==> config.mk <==
export PLATFORM = sky130hd
export DESIGN_NAME = pc_gen
export DESIGN_NICKNAME = d
export VERILOG_FILES = /design/src/rtl/pc_gen_pkg.sv /design/src/rtl/pc_gen_ras.sv /design/src/rtl/pc_gen.sv
export SDC_FILE = /design/constraint.sdc
export NUM_CORES = 1
export LEC_CHECK = 0
export BUFFER_PORTS_ARGS = -buffer_cell sky130_fd_sc_hd__buf_2
export CORE_UTILIZATION = 50
export CTS_CLUSTER_DIAMETER = 60
export DETAILED_ROUTE_END_ITERATION = 10
export HOLD_SLACK_MARGIN = 0.1
export PLACE_DENSITY = 0.78
export SYNTH_ARGS = -nofsm -noshare
export SYNTH_HDL_FRONTEND = slang
export SYNTH_HIERARCHICAL = 1
export SYNTH_SLANG_ARGS = --single-unit
==> constraint.sdc <==
create_clock -name clk -period 3.1 [get_ports clk]
set_input_delay 0.62 -clock clk [delete_from_list [all_inputs] [get_ports clk]]
set_output_delay 0.62 -clock clk [all_outputs]
set_load 0.02 [all_outputs]
==> src/rtl/pc_gen_pkg.sv <==
// Shared types and helpers for the program-counter generator.
// Used by pc_gen and, when PC_GEN_RAS_EN is defined, by pc_gen_ras.
package pc_gen_pkg;

  typedef enum logic [1:0] {
    BOOT = 2'd0,
    RUN  = 2'd1,
    HALT = 2'd2
  } pc_state_e;

  // Widest address supported; operands are widened to this and truncated by the caller.
  localparam int PC_MAX_AW = 64;
  localparam int unsigned ALIGN_BITS_DEFAULT = 2;

  typedef logic [PC_MAX_AW-1:0] pc_addr_t;

  typedef struct packed {
    pc_addr_t target;
    logic     misalign;
  } redir_res_t;

  function automatic int unsigned align_bits_of(input int unsigned inst_bytes);
    return (inst_bytes == 2) ? 1 : 2;
  endfunction

  // JALR clears bit 0 before the alignment check, as the ISA requires.
  function automatic redir_res_t calc_redirect(
    input logic        jalr,
    input pc_addr_t    pc,
    input pc_addr_t    rs1,
    input pc_addr_t    imm,
    input int unsigned align_bits
  );
    redir_res_t res;
    pc_addr_t   mask;
    mask = (pc_addr_t'(1) << align_bits) - pc_addr_t'(1);
    if (jalr) begin
      res.target = (rs1 + imm) & ~pc_addr_t'(1);
    end else begin
      res.target = pc + imm;
    end
    res.misalign = |(res.target & mask);
    return res;
  endfunction

endpackage

==> src/rtl/pc_gen_ras.sv <==
// Circular return-address stack for pc_gen; a full push drops the oldest entry.
// Only instantiated when PC_GEN_RAS_EN is defined.
module pc_gen_ras
  import pc_gen_pkg::*;
#(
  parameter int DEPTH = 4,
  parameter int AW    = 32
) (
  input  logic          clk,
  input  logic          rst,
  input  logic          push,
  input  logic          pop,
  input  logic [AW-1:0] push_data,
  output logic [AW-1:0] top
);

  localparam int PW = (DEPTH > 1) ? $clog2(DEPTH) : 1;
  localparam int CW = $clog2(DEPTH + 1);

  logic [AW-1:0] mem [DEPTH];
  logic [PW-1:0] wr_ptr;
  logic [PW-1:0] top_ptr;
  logic [PW-1:0] wr_ptr_inc;
  logic [CW-1:0] count;
  logic          is_empty;
  logic          replace_top;

  assign is_empty    = (count == '0);
  assign replace_top = push && pop && !is_empty;
  assign top_ptr     = (wr_ptr == '0) ? PW'(DEPTH - 1) : wr_ptr - PW'(1);
  assign wr_ptr_inc  = (wr_ptr == PW'(DEPTH - 1)) ? '0 : wr_ptr + PW'(1);
  assign top         = is_empty ? '0 : mem[top_ptr];

  always_ff @(posedge clk) begin
    if (rst) begin
      wr_ptr <= '0;
      count  <= '0;
    end else if (replace_top) begin
      count <= count;
    end else if (push) begin
      wr_ptr <= wr_ptr_inc;
      if (count != CW'(DEPTH)) begin
        count <= count + CW'(1);
      end
    end else if (pop && !is_empty) begin
      wr_ptr <= top_ptr;
      count  <= count - CW'(1);
    end
  end

  // Storage carries no reset; the count alone decides which entries are live.
  always_ff @(posedge clk) begin
    if (!rst) begin
      if (replace_top) begin
        mem[top_ptr] <= push_data;
      end else if (push) begin
        mem[wr_ptr] <= push_data;
      end
    end
  end

endmodule

==> src/rtl/pc_gen.sv <==
// Program-counter generator: boot/run/halt control, fetch handshake and execute redirects.
// Define PC_GEN_RAS_EN to add the return-address stack (pc_gen_ras) and the ras_* ports.
module pc_gen
  import pc_gen_pkg::*;
#(
  parameter int                       ADDRESS_WIDTH = 32,
  parameter logic [ADDRESS_WIDTH-1:0] RESET_VECTOR  = '0,
  parameter logic [ADDRESS_WIDTH-1:0] TRAP_VECTOR   = ADDRESS_WIDTH'(32'h0000_0100),
  parameter int                       INST_BYTES    = 1 << ALIGN_BITS_DEFAULT
`ifdef PC_GEN_RAS_EN
  , parameter int                     RAS_DEPTH     = 4
`endif
) (
  input  logic                     clk,
  input  logic                     rst,
  input  logic                     pc_ready,
  output logic                     pc_valid,
  output logic [ADDRESS_WIDTH-1:0] PC,
  input  logic                     redir_valid,
  input  logic                     redir_jalr,
  input  logic [ADDRESS_WIDTH-1:0] redir_pc,
  input  logic [ADDRESS_WIDTH-1:0] redir_rs1,
  input  logic [ADDRESS_WIDTH-1:0] ImmOp,
  output logic [ADDRESS_WIDTH-1:0] link_addr,
  input  logic                     halt,
  input  logic                     resume,
  output logic                     misalign_err,
  output logic [ADDRESS_WIDTH-1:0] bad_addr
`ifdef PC_GEN_RAS_EN
  , input  logic                     ras_push
  , input  logic                     ras_pop
  , output logic [ADDRESS_WIDTH-1:0] ras_top
`endif
);

  localparam int unsigned             ALIGN_BITS = align_bits_of(INST_BYTES);
  localparam logic [ADDRESS_WIDTH-1:0] STEP      = ADDRESS_WIDTH'(INST_BYTES);

  pc_state_e                state;
  redir_res_t               redir_calc;
  logic [ADDRESS_WIDTH-1:0] redir_target;
  logic [ADDRESS_WIDTH-1:0] link_next;
  logic                     redir_accept;
  logic                     unused_calc;

  assign redir_calc   = calc_redirect(redir_jalr, pc_addr_t'(redir_pc), pc_addr_t'(redir_rs1),
                                      pc_addr_t'(ImmOp), ALIGN_BITS);
  assign redir_target = redir_calc.target[ADDRESS_WIDTH-1:0];
  assign link_next    = redir_pc + STEP;
  assign redir_accept = redir_valid && (state != BOOT);
  assign unused_calc  = ^redir_calc.target;

  // Redirects win over stall, increment and halt; a halted core takes the new PC but stays halted.
  always_ff @(posedge clk) begin
    if (rst) begin
      state        <= BOOT;
      PC           <= RESET_VECTOR;
      pc_valid     <= 1'b0;
      link_addr    <= '0;
      misalign_err <= 1'b0;
      bad_addr     <= '0;
    end else begin
      misalign_err <= 1'b0;
      if (redir_accept) begin
        if (redir_calc.misalign) begin
          PC           <= TRAP_VECTOR;
          misalign_err <= 1'b1;
          bad_addr     <= redir_target;
        end else begin
          PC        <= redir_target;
          link_addr <= link_next;
        end
      end
      unique case (state)
        BOOT: begin
          state    <= RUN;
          pc_valid <= 1'b1;
        end
        RUN: begin
          if (!redir_valid) begin
            if (pc_ready) begin
              PC <= PC + STEP;
            end
            if (halt) begin
              state    <= HALT;
              pc_valid <= 1'b0;
            end
          end
        end
        HALT: begin
          if (resume && !halt) begin
            state    <= RUN;
            pc_valid <= 1'b1;
          end
        end
        default: begin
          state    <= BOOT;
          pc_valid <= 1'b0;
        end
      endcase
    end
  end

`ifdef PC_GEN_RAS_EN
  // Only a redirect that actually updates link_addr may push its return address.
  pc_gen_ras #(
    .DEPTH(RAS_DEPTH),
    .AW   (ADDRESS_WIDTH)
  ) u_ras (
    .clk      (clk),
    .rst      (rst),
    .push     (ras_push && redir_accept && !redir_calc.misalign),
    .pop      (ras_pop),
    .push_data(link_next),
    .top      (ras_top)
  );
`endif

endmodule
## Word-level counts from Yosys, hierarchy flattened

Index checks and enable logic that the tools add are counted.

| word-level totals | value |
|---|---|
| register bits | 100 |
| bits in latches | 0 |
| bits in writable memories | 0 |
| bits in read-only memories | 0 |
| bits of input ports | 103 |
| word-level logic and storage cells | 42 |
| memories | 0 |

| cells by class | value |
|---|---|
| add/subtract/negate cells | 4 |
| multipliers | 0 |
| div/mod/pow operators | 0 |
| magnitude comparators | 0 |
| equality and inequality tests | 5 |
| shift operators | 0 |
| muxes and demuxes | 15 |
| bitwise gates (word level) | 2 |
| reductions and logical operators | 10 |

Operator list:

| operator | count |
|---|---|
| two-way mux 32 bit | 6 |
| adder 32 x 3 -> 32 bit, second input constant | 2 |
| adder 32 bit | 2 |
| two-way mux 2 bit | 3 |
| != test 2 bit, second input constant | 3 |
| one-hot mux 2 bit (3 select lines) | 1 |
| two-way mux 1 bit | 4 |
| AND reduction 2 bit | 2 |
| OR reduction 2 bit | 2 |
| one-hot mux 1 bit (3 select lines) | 1 |
| AND reduction 3 bit | 1 |
| == test 2 x 1 -> 1 bit, second input constant | 1 |
| == test 2 bit, second input constant | 1 |
| logical AND 1 bit | 2 |
| logical NOT 2 bit | 1 |
| NOT 1 bit | 2 |
| nonzero test 2 bit | 1 |
| logical NOT 1 bit | 1 |

## Longest topological paths before layout

Gate-level depths: netlist of the first run.

| logic depth | value |
|---|---|
| depth in word-level cells | 8 |
| depth in mapped cells | 13 |

## Worst setup path after synthesis of the first run

Ideal clock, no wire load.

| timing | value |
|---|---|
| path kind | input-to-reg |
| start | input redir_pc[0] |
| end | register bad_addr[26] |
| arrival time | 2.858 ns |
| data required time | 2.961 ns |
| path slack | 0.103 ns |
| stages on the path | 13 |
| cell sequence | ha_1 -> inv_1 -> fa_1 -> nand2b_1 -> a21oi_1 -> o21ai_1 -> o21ai_1 -> a311o_1 -> a211oi_2 -> and3_1 -> o31a_1 -> a21oi_2 -> a211oi_1 |

| between the ends | value |
|---|---|
| longest elaborated chain between the ends | 4 |

Ends and longest elaborated chain:

| what | RTL line | source |
|---|---|---|
| start, declared | pc_gen.sv:21 | `input logic [ADDRESS_WIDTH-1:0] redir_pc,` |
| adder 32 bit * | pc_gen_pkg.sv:40 | `res.target = pc + imm;` |
| two-way mux 32 bit * | pc_gen_pkg.sv:37 | `if (jalr) begin` |
| OR reduction 2 bit | pc_gen_pkg.sv:42 | `res.misalign = \|(res.target & mask);` |
| AND reduction 2 bit (no source line) | -- |  |
| end signal, assigned | pc_gen.sv:68 | `bad_addr <= redir_target;` |
| end, declared | pc_gen.sv:28 | `output logic [ADDRESS_WIDTH-1:0] bad_addr` |

Every way passes the cells marked *; elsewhere a longest branch is shown, timed or not.
A chain may end at the register's enable or synchronous reset.

## Worst setup path after layout of the first run

| timing | value |
|---|---|
| start | input ImmOp[0] |
| end | register bad_addr[26] |

| between the ends | value |
|---|---|
| longest elaborated chain between the ends | 4 |
| elaborated cells on any way between the ends | 5 |
| those cells by class | add/sub (2); mux (1); reduce/logical (2) |

Ends and longest elaborated chain:

| what | RTL line | source |
|---|---|---|
| start, declared | pc_gen.sv:23 | `input logic [ADDRESS_WIDTH-1:0] ImmOp,` |
| adder 32 bit (on tied branches) | pc_gen_pkg.sv:40, pc_gen_pkg.sv:38 |  |
| two-way mux 32 bit * | pc_gen_pkg.sv:37 |  |
| OR reduction 2 bit | pc_gen_pkg.sv:42 |  |
| AND reduction 2 bit (no source line) | -- |  |

Marks and branches as above.

==> results of run 1 <==
==> power breakdown <==
group / switching (uW) / total, uW / leakage (uW) / internal (uW)
combinational: 1040 / 1790 / 0.00384 / 752
clock: 600 / 1180 / 0.000148 / 576
sequential: 78.8 / 1460 / 0.000816 / 1380
==> area by class of cell <==
cell class                 count  area share [%]
tap                          216            2.51
timing repair buffer         330            18.5
inverter                      14           0.489
clock inverter                 7           0.733
sequential                   100            18.6
clock buffer                   9            2.10
multi-input combinational    940            57.0
==> metrics by stage <==
stage               TNS [ps]  hold WS, ps
finish                     0          458
global route            -294          478
CTS                        0          456
detailed placement     -6070          446
global placement       -3780          441
floorplan                  0          533
==> sequential cells by signal (all words and copies together), names as in the netlist <==
| name | count |
|---|---|
| state | 2 |
| PC | 32 |
| bad_addr | 32 |
| link_addr | 32 |
| pc_valid | 1 |
| misalign_err | 1 |
==> what timing repair did <==
action | 4_1_cts | 5_1_grt
endpoints found under the hold margin | 0 | 0
setup buffers | 0 | 0
gates resized for setup | 0 | 12
endpoints found under the setup margin | 0 | 23
==> routing by layer <==
layer	wire, um	vias to the layer above	GRT usage, %
met5	0	-	0
met4	677	0	9.94
met3	2400	48	5.46
met2	12500	468	50.6
met1	13100	4433	47.6
li1	-	4643	-
==> cell usage in the layout (no fill, tap or decap), types with 8 or more instances in the layout <==
cell / instances
mux2i_1: 9
dfxtp_1: 100
ha_1: 62
nand2_1: 123
clkbuf_16: 9
nand2b_1: 12
xnor2_1: 33
a211oi_1: 44
and3_1: 24
o21ai_1: 22
o21ai_0: 50
a31oi_1: 12
nand4_1: 13
a311oi_1: 9
a21oi_1: 100
or3_1: 11
a21o_1: 29
buf_2: 200
nor2b_1: 11
nor2_1: 136
inv_1: 14
buf_4: 129
nor3_1: 18
and2_1: 14
nand3_1: 36
o21a_1: 8
xor2_1: 42
==> worst min-delay path, cell delays in order, from the launching register on <==
cell and delay, ps:
dfxtp_1 310, nand2_1 50, a21oi_1 50
==> worst paths after layout <==
kind | from | to | cells after the start
setup / recovery | ImmOp[0] | bad_addr[26] | 14
hold / removal | bad_addr[25] | bad_addr[25] | 2
setup reg to reg | PC[2] | PC[15] | 10
hold reg to reg | bad_addr[25] | bad_addr[25] | 2
==> logic make-up (layout without fill, tap and decap cells) <==
group                    count (synthesis)  in the layout
AND/OR/NAND/NOR                        430            430
AO/OA/AOI/OAI                          359            359
flip-flops                             100            100
XOR/XNOR                                76             76
buffers and inverters                   66            360
adder cells (fa/ha/maj)                 65             65
multiplexers                            10             10
==> metrics.csv, run 1 <==
stage,metric,value,unit
outcome,status,"complete, no violations",
sta,worst-margin pin slew,868,ps
synth,Synth top area share,24.1,%
synth,largest family of logic cells by synthesized area,compound AO/OA/AOI/OAI gates,
synth,cell with the most instances after synthesis,nor2_1,
place,Port Buf Inserts,200,
floorplan,total die area,17100,um^2
synth,post-synthesis mux area share,1.22,%
cts,Clock Latency Late Sink,370,ps
synth,Ys Warns,6,
floorplan,core area,16100,um^2
global_route,initial antenna violation count,0,
cts,Longest Clk Path Bufs,2,
place,Place WS,-319,ps
sta,min Tclk post-route,3030,ps
global_route,Tot GR Track Use,33.2,%
sta,Final Skew,13.8,ps
sta,post-layout worst setup margin,65.4,ps
floorplan,Die W,131,um
drt,post-DR wirelength/cell,17.7,um
setup_path,crit end category,flop,
power,static leakage,0.00480,uW
synth,post-synthesis async set-or-reset flop share,0,%
final_layout,post-route insts no fill,1616,
final_layout,# diodes,0,
global_route,vias in the first global route,8617,
hold_path,Hold Crit Class,flop to flop,
sta,FMAX,330,MHz
final_layout,Finished Cell Area,10700,um^2
synth,Synth Register Bits,100,
synth,Post-Syn Nets,1274,
sta,"Hold Vio Cnt, Final",0,
synth,Syn Std Cell Area,8310,um^2
final_layout,number of nets in the layout,1563,
final_layout,area grow syn2layout,29.3,%
synth,synth cell count leaders,"nor2_1, nand2_1, a21oi_1, dfxtp_1, ha_1",
setup_path,Crit Path Class,input port to flop,
synth,mean cell area of the mapped netlist,7.52,um^2
place,Placed Cells,1600,
setup_path,Worst path most repeated cell,a21oi_2,
power,Peak VDD IR,303,uV
floorplan,Initial Utilization,51.8,%
sta,Final period util,97.9,%
global_route,total gr overflow,0,
synth,dominant synthesized flop cell,dfxtp_1,
synth,Yosys cell types,81,
cts,H-tree depth,3,
place,dpl hpwl,22.7,mm
floorplan,die height,131,um
drt,drt initial violations,914,
drt,Residual DRC,0,
final_layout,"Core Util, Final",66.9,%
setup_path,r2r setup slk,510,ps
final_layout,Multi-input gate area,6130,um^2
setup_path,Crit path max-delay family,compound AO/OA/AOI/OAI gates,
global_route,largest net degree at the start of global routing,67,
final_layout,fillcell total,1418,
drt,ANT nets after route,0,
final_layout,Register Area,2000,um^2
drt,drt via density,5.94,
drt,via count,9592,
synth,cells taking the most area after synthesis,"dfxtp_1, ha_1, a21oi_1",
cts,clk sinks,100,
setup_path,CP arrival,3240,ps
setup_path,Buf/Inv on CP,2,
final_layout,share of layout cells above drive strength 1,27.9,%
floorplan,Ports,201,
sta,unrepaired setup endpoints after global routing,true,
cts,clock root buffer,clkbuf_16,
sta,Final Max Tran Viols,0,
cts,CTS tree,built,
power,pwr dens,411,nW/um^2
power,total power,4420,uW
setup_path,Worst Path Required,3310,ps
sta,relative slew slack,41.8,%
synth,largest area contributor in the netlist,dfxtp_1,
cts,total CTS buffers,9,
place,GP Congestion,0.978,
synth,post-synthesis simple-gate area fraction,24.4,%
drt,final wirelength,28.7,mm
sta,final setup vio count,0,
setup_path,CP Launch Type,input port,
cts,CTS Hold Bufs,0,
run,max-cap viol count,0,
synth,Synth Instances,1106,
place,area post-placement,10400,um^2
synth,xor/xnor share of the synthesized area,8.01,%
cts,"CTS clk-pin slew, worst paths",70,ps
synth,Post-Synth Adder-Cell Area,9.96,%
synth,Synth Area in Compound Gates,29.3,%
setup_path,critical path's largest stage delay,370,ps
drt,TritonRoute pass-1 iters,7,
synth,sequential area share after synthesis,24.1,%
setup_path,worst-path maximum fanout,3,
synth,Post-synth EDFFs,0,
global_route,first-pass GRT wire length,44.1,mm
setup_path,crit-path cells,buf_2 -> ha_2 -> inv_1 -> fa_1 -> nand2b_1 -> a21oi_2 -> o21ai_1 -> o21ai_2 -> a311o_1 -> a211oi_2 -> and3_1 -> o31a_1 -> a21oi_2 -> a211oi_1,
setup_path,crit path max-delay cell type,fa_1,
floorplan,Core Rows,46,
No activity file was read; power rests on OpenSTA's default activity.
==> run 2: changes to the inputs <==
Settings changed: PLACE_DENSITY 0.78 to 0.9.
==> run 2 against run 1 <==
  * Worst setup slack gained 46 ps
  * Core utilization shrank 0.24 points
  * Clock-buffer cell count up 1
  * Sequential power about the same
  * Combinational power hardly changed
  * Via count grew 2.7%
  * Maximum frequency up 1.6%
  * Cell area down 0.36%
  * Highest routed layer unchanged
==> metrics.csv, run 2 (same netlist as run 1, synthesis figures left out) <==
stage,metric,value,unit,change
setup_path,r2r setup slk,510,ps,about the same
power,internal power,2690,uW,-0.51%
power,pwr dens,406,nW/um^2,-1.3%
sta,Final period util,96.4,%,-1.5 points
final_layout,"Core Util, Final",66.7,%,-0.24 points
sta,Final Skew,9.26,ps,-4.51 ps
setup_path,crit end category,flop,,
drt,Residual DRC,0,,unchanged
drt,drt via density,6.09,,+2.7%
outcome,status,"complete, no violations",,
drt,ANT nets after route,0,,unchanged
power,static leakage,0.00478,uW,-0.41%
global_route,first-pass GRT wire length,44.5,mm,+1.1%
sta,relative slew slack,48.2,%,+6.4 points
global_route,total gr overflow,0,,unchanged
setup_path,worst-path maximum fanout,4,,+1
hold_path,Hold Crit Class,flop to flop,,
setup_path,reg2reg start,PC[2],,
setup_path,Worst Path Required,3320,ps,about the same
cts,Longest Clk Path Bufs,2,,unchanged
place,Placed Cells,1596,,-0.25%
cts,total CTS buffers,9,,unchanged
drt,post-DR wirelength/cell,17.7,um,-0.13%
final_layout,"commonest cells after routing, fill and taps aside","buf_2, nor2_1, buf_4",,
power,P_sw,1650,uW,-3.5%
power,Clock power frac,24.9,%,-1.7 points
setup_path,CP arrival,3210,ps,-30 ps
drt,TritonRoute pass-1 iters,6,,-1
floorplan,Ports,201,,unchanged
cts,clock root buffer,clkbuf_16,,
sta,worst-margin pin slew,774,ps,-93.6 ps
global_route,largest net degree at the start of global routing,50,,-25%
setup_path,FF-to-FF path depth,10,,unchanged
global_route,vias in the first global route,9010,,+4.6%
sta,min Tclk post-route,2990,ps,-46.5 ps
sta,"Hold Vio Cnt, Final",0,,unchanged
power,Combinational Power Share,41.6,%,+1.2 points
drt,via count,9848,,+2.7%
final_layout,fillcell total,1298,,-8.5%
sta,Final Max Tran Viols,0,,unchanged
setup_path,CP Launch Type,input port,,
sta,final setup vio count,0,,unchanged
global_route,initial antenna violation count,0,,unchanged
floorplan,Core Rows,46,,unchanged
global_route,Tot GR Track Use,33.4,%,+0.21 points
floorplan,Die W,131,um,unchanged
cts,CTS tree,built,,
power,total power,4350,uW,-1.7%
floorplan,total die area,17100,um^2,unchanged
place,Port Buf Inserts,200,,unchanged
cts,CTS Hold Bufs,0,,unchanged
drt,final wirelength,28.6,mm,-0.13%
power,switch share,38.1,%,-0.72 points
place,Place WS,-414,ps,-94.9 ps
floorplan,Initial Utilization,51.8,%,unchanged
final_layout,post-route insts no fill,1616,,unchanged
cts,"CTS clk-pin slew, worst paths",70,ps,about the same
hold_path,Hold Path Stages,2,,unchanged
setup_path,reg2reg end,PC[31],,
sta,FMAX,335,MHz,+1.6%
final_layout,number of nets in the layout,1563,,unchanged
drt,drt initial violations,1059,,+16%
final_layout,Top Registers,"PC (32), bad_addr (32), link_addr (32)",,
floorplan,core area,16100,um^2,unchanged
cts,Clock Latency Late Sink,360,ps,about the same
final_layout,# diodes,0,,unchanged
setup_path,Crit Path Class,input port to flop,,
setup_path,CP endpoint,PC[28],,
run,max-cap viol count,0,,unchanged
final_layout,share of layout cells above drive strength 1,27.7,%,-0.21 points
final_layout,"commonest non-fill, non-tap cell in the layout",buf_2,,
sta,post-layout worst setup margin,112,ps,+46.5 ps
cts,clk sinks,100,,unchanged
setup_path,Setup crit start,ImmOp[1],,
power,Sequential Power Share,33.5,%,+0.6 points
cts,H-tree depth,3,,unchanged
power,Peak VDD IR,293,uV,-3.3%
floorplan,die height,131,um,unchanged
place,dpl hpwl,22.9,mm,+0.54%
place,GP Congestion,0.969,,-0.87%
final_layout,area grow syn2layout,28.8,%,
run 2: power groups by stage:
stage | Clock [uW] | Sequential (uW) | Combinational (uW)
finish | 1080 | 1460 | 1810
CTS | 1090 | 1450 | 1740
detailed placement | 0 | 1480 | 1730
global route | 1130 | 1470 | 1950
floorplan | 0 | 1580 | 938
global placement | 0 | 1480 | 1690
run 2: repair_timing:
item | 4_1_cts | 5_1_grt
pin swaps | 0 | 5
endpoints found under the setup margin | 2 | 21
setup buffers | 0 | 4
resized for setup | 1 | 9
endpoints found under the hold margin | 0 | 0
run 2: worst min-delay path by stage:
| stage | from | end | slack [ps] |
|---|---|---|---|
| finish | link_addr[0] | link_addr[0] | 450 |
| global route | bad_addr[12] | bad_addr[12] | 490 |
| CTS | link_addr[0] | link_addr[0] | 450 |
| detailed placement | link_addr[0] | link_addr[0] | 440 |
| global placement | link_addr[0] | link_addr[0] | 440 |
| floorplan | bad_addr[1] | bad_addr[1] | 530 |
run 2: routing by layer:
metal / global-route usage [%] / vias up / share of wire [%]
met2: 52.2 / 583 / 44
met3: 6.19 / 106 / 9.6
met5: 0 / - / 0
met4: 16.8 / 0 / 4.4
li1: - / 4657 / -
met1: 44.0 / 4502 / 42
run 2: metrics by stage:
| stage | hold slack [ps] | setup TNS (ps) | area (um^2) |
|---|---|---|---|
| 3_3_place_gp | 442 | -3220 | 10400 |
| 4_1_cts | 454 | 0 | 10600 |
| 2_1_floorplan | 533 | 0 | 8310 |
| 6_report | 452 | 0 | 10700 |
| 5_1_grt | 486 | -48.3 | 10700 |
| 3_5_place_dp | 445 | -6130 | 10400 |
run 2: final cells by class:
| cell class | count | area [um^2] | area share [%] |
|---|---|---|---|
| clock inverter | 6 | 45.0 | 0.421 |
| timing repair buffer | 330 | 2000 | 18.7 |
| sequential | 100 | 2000 | 18.7 |
| tap | 216 | 270 | 2.52 |
| clock buffer | 10 | 229 | 2.14 |
| inverter | 14 | 52.6 | 0.491 |
| multi-input combinational | 940 | 6110 | 57.0 |
run 2: worst max-delay path: stages:
cell and delay [ps]:
buf_2 100, inv_1 70, fa_1 460, nor2b_4 170
o31ai_4 70, a211oi_2 230, o31a_2 210, o2111ai_4 160
a41oi_4 300, a21oi_2 90, xnor2_1 130, buf_4 150
a221oi_1 350, a211oi_1 90
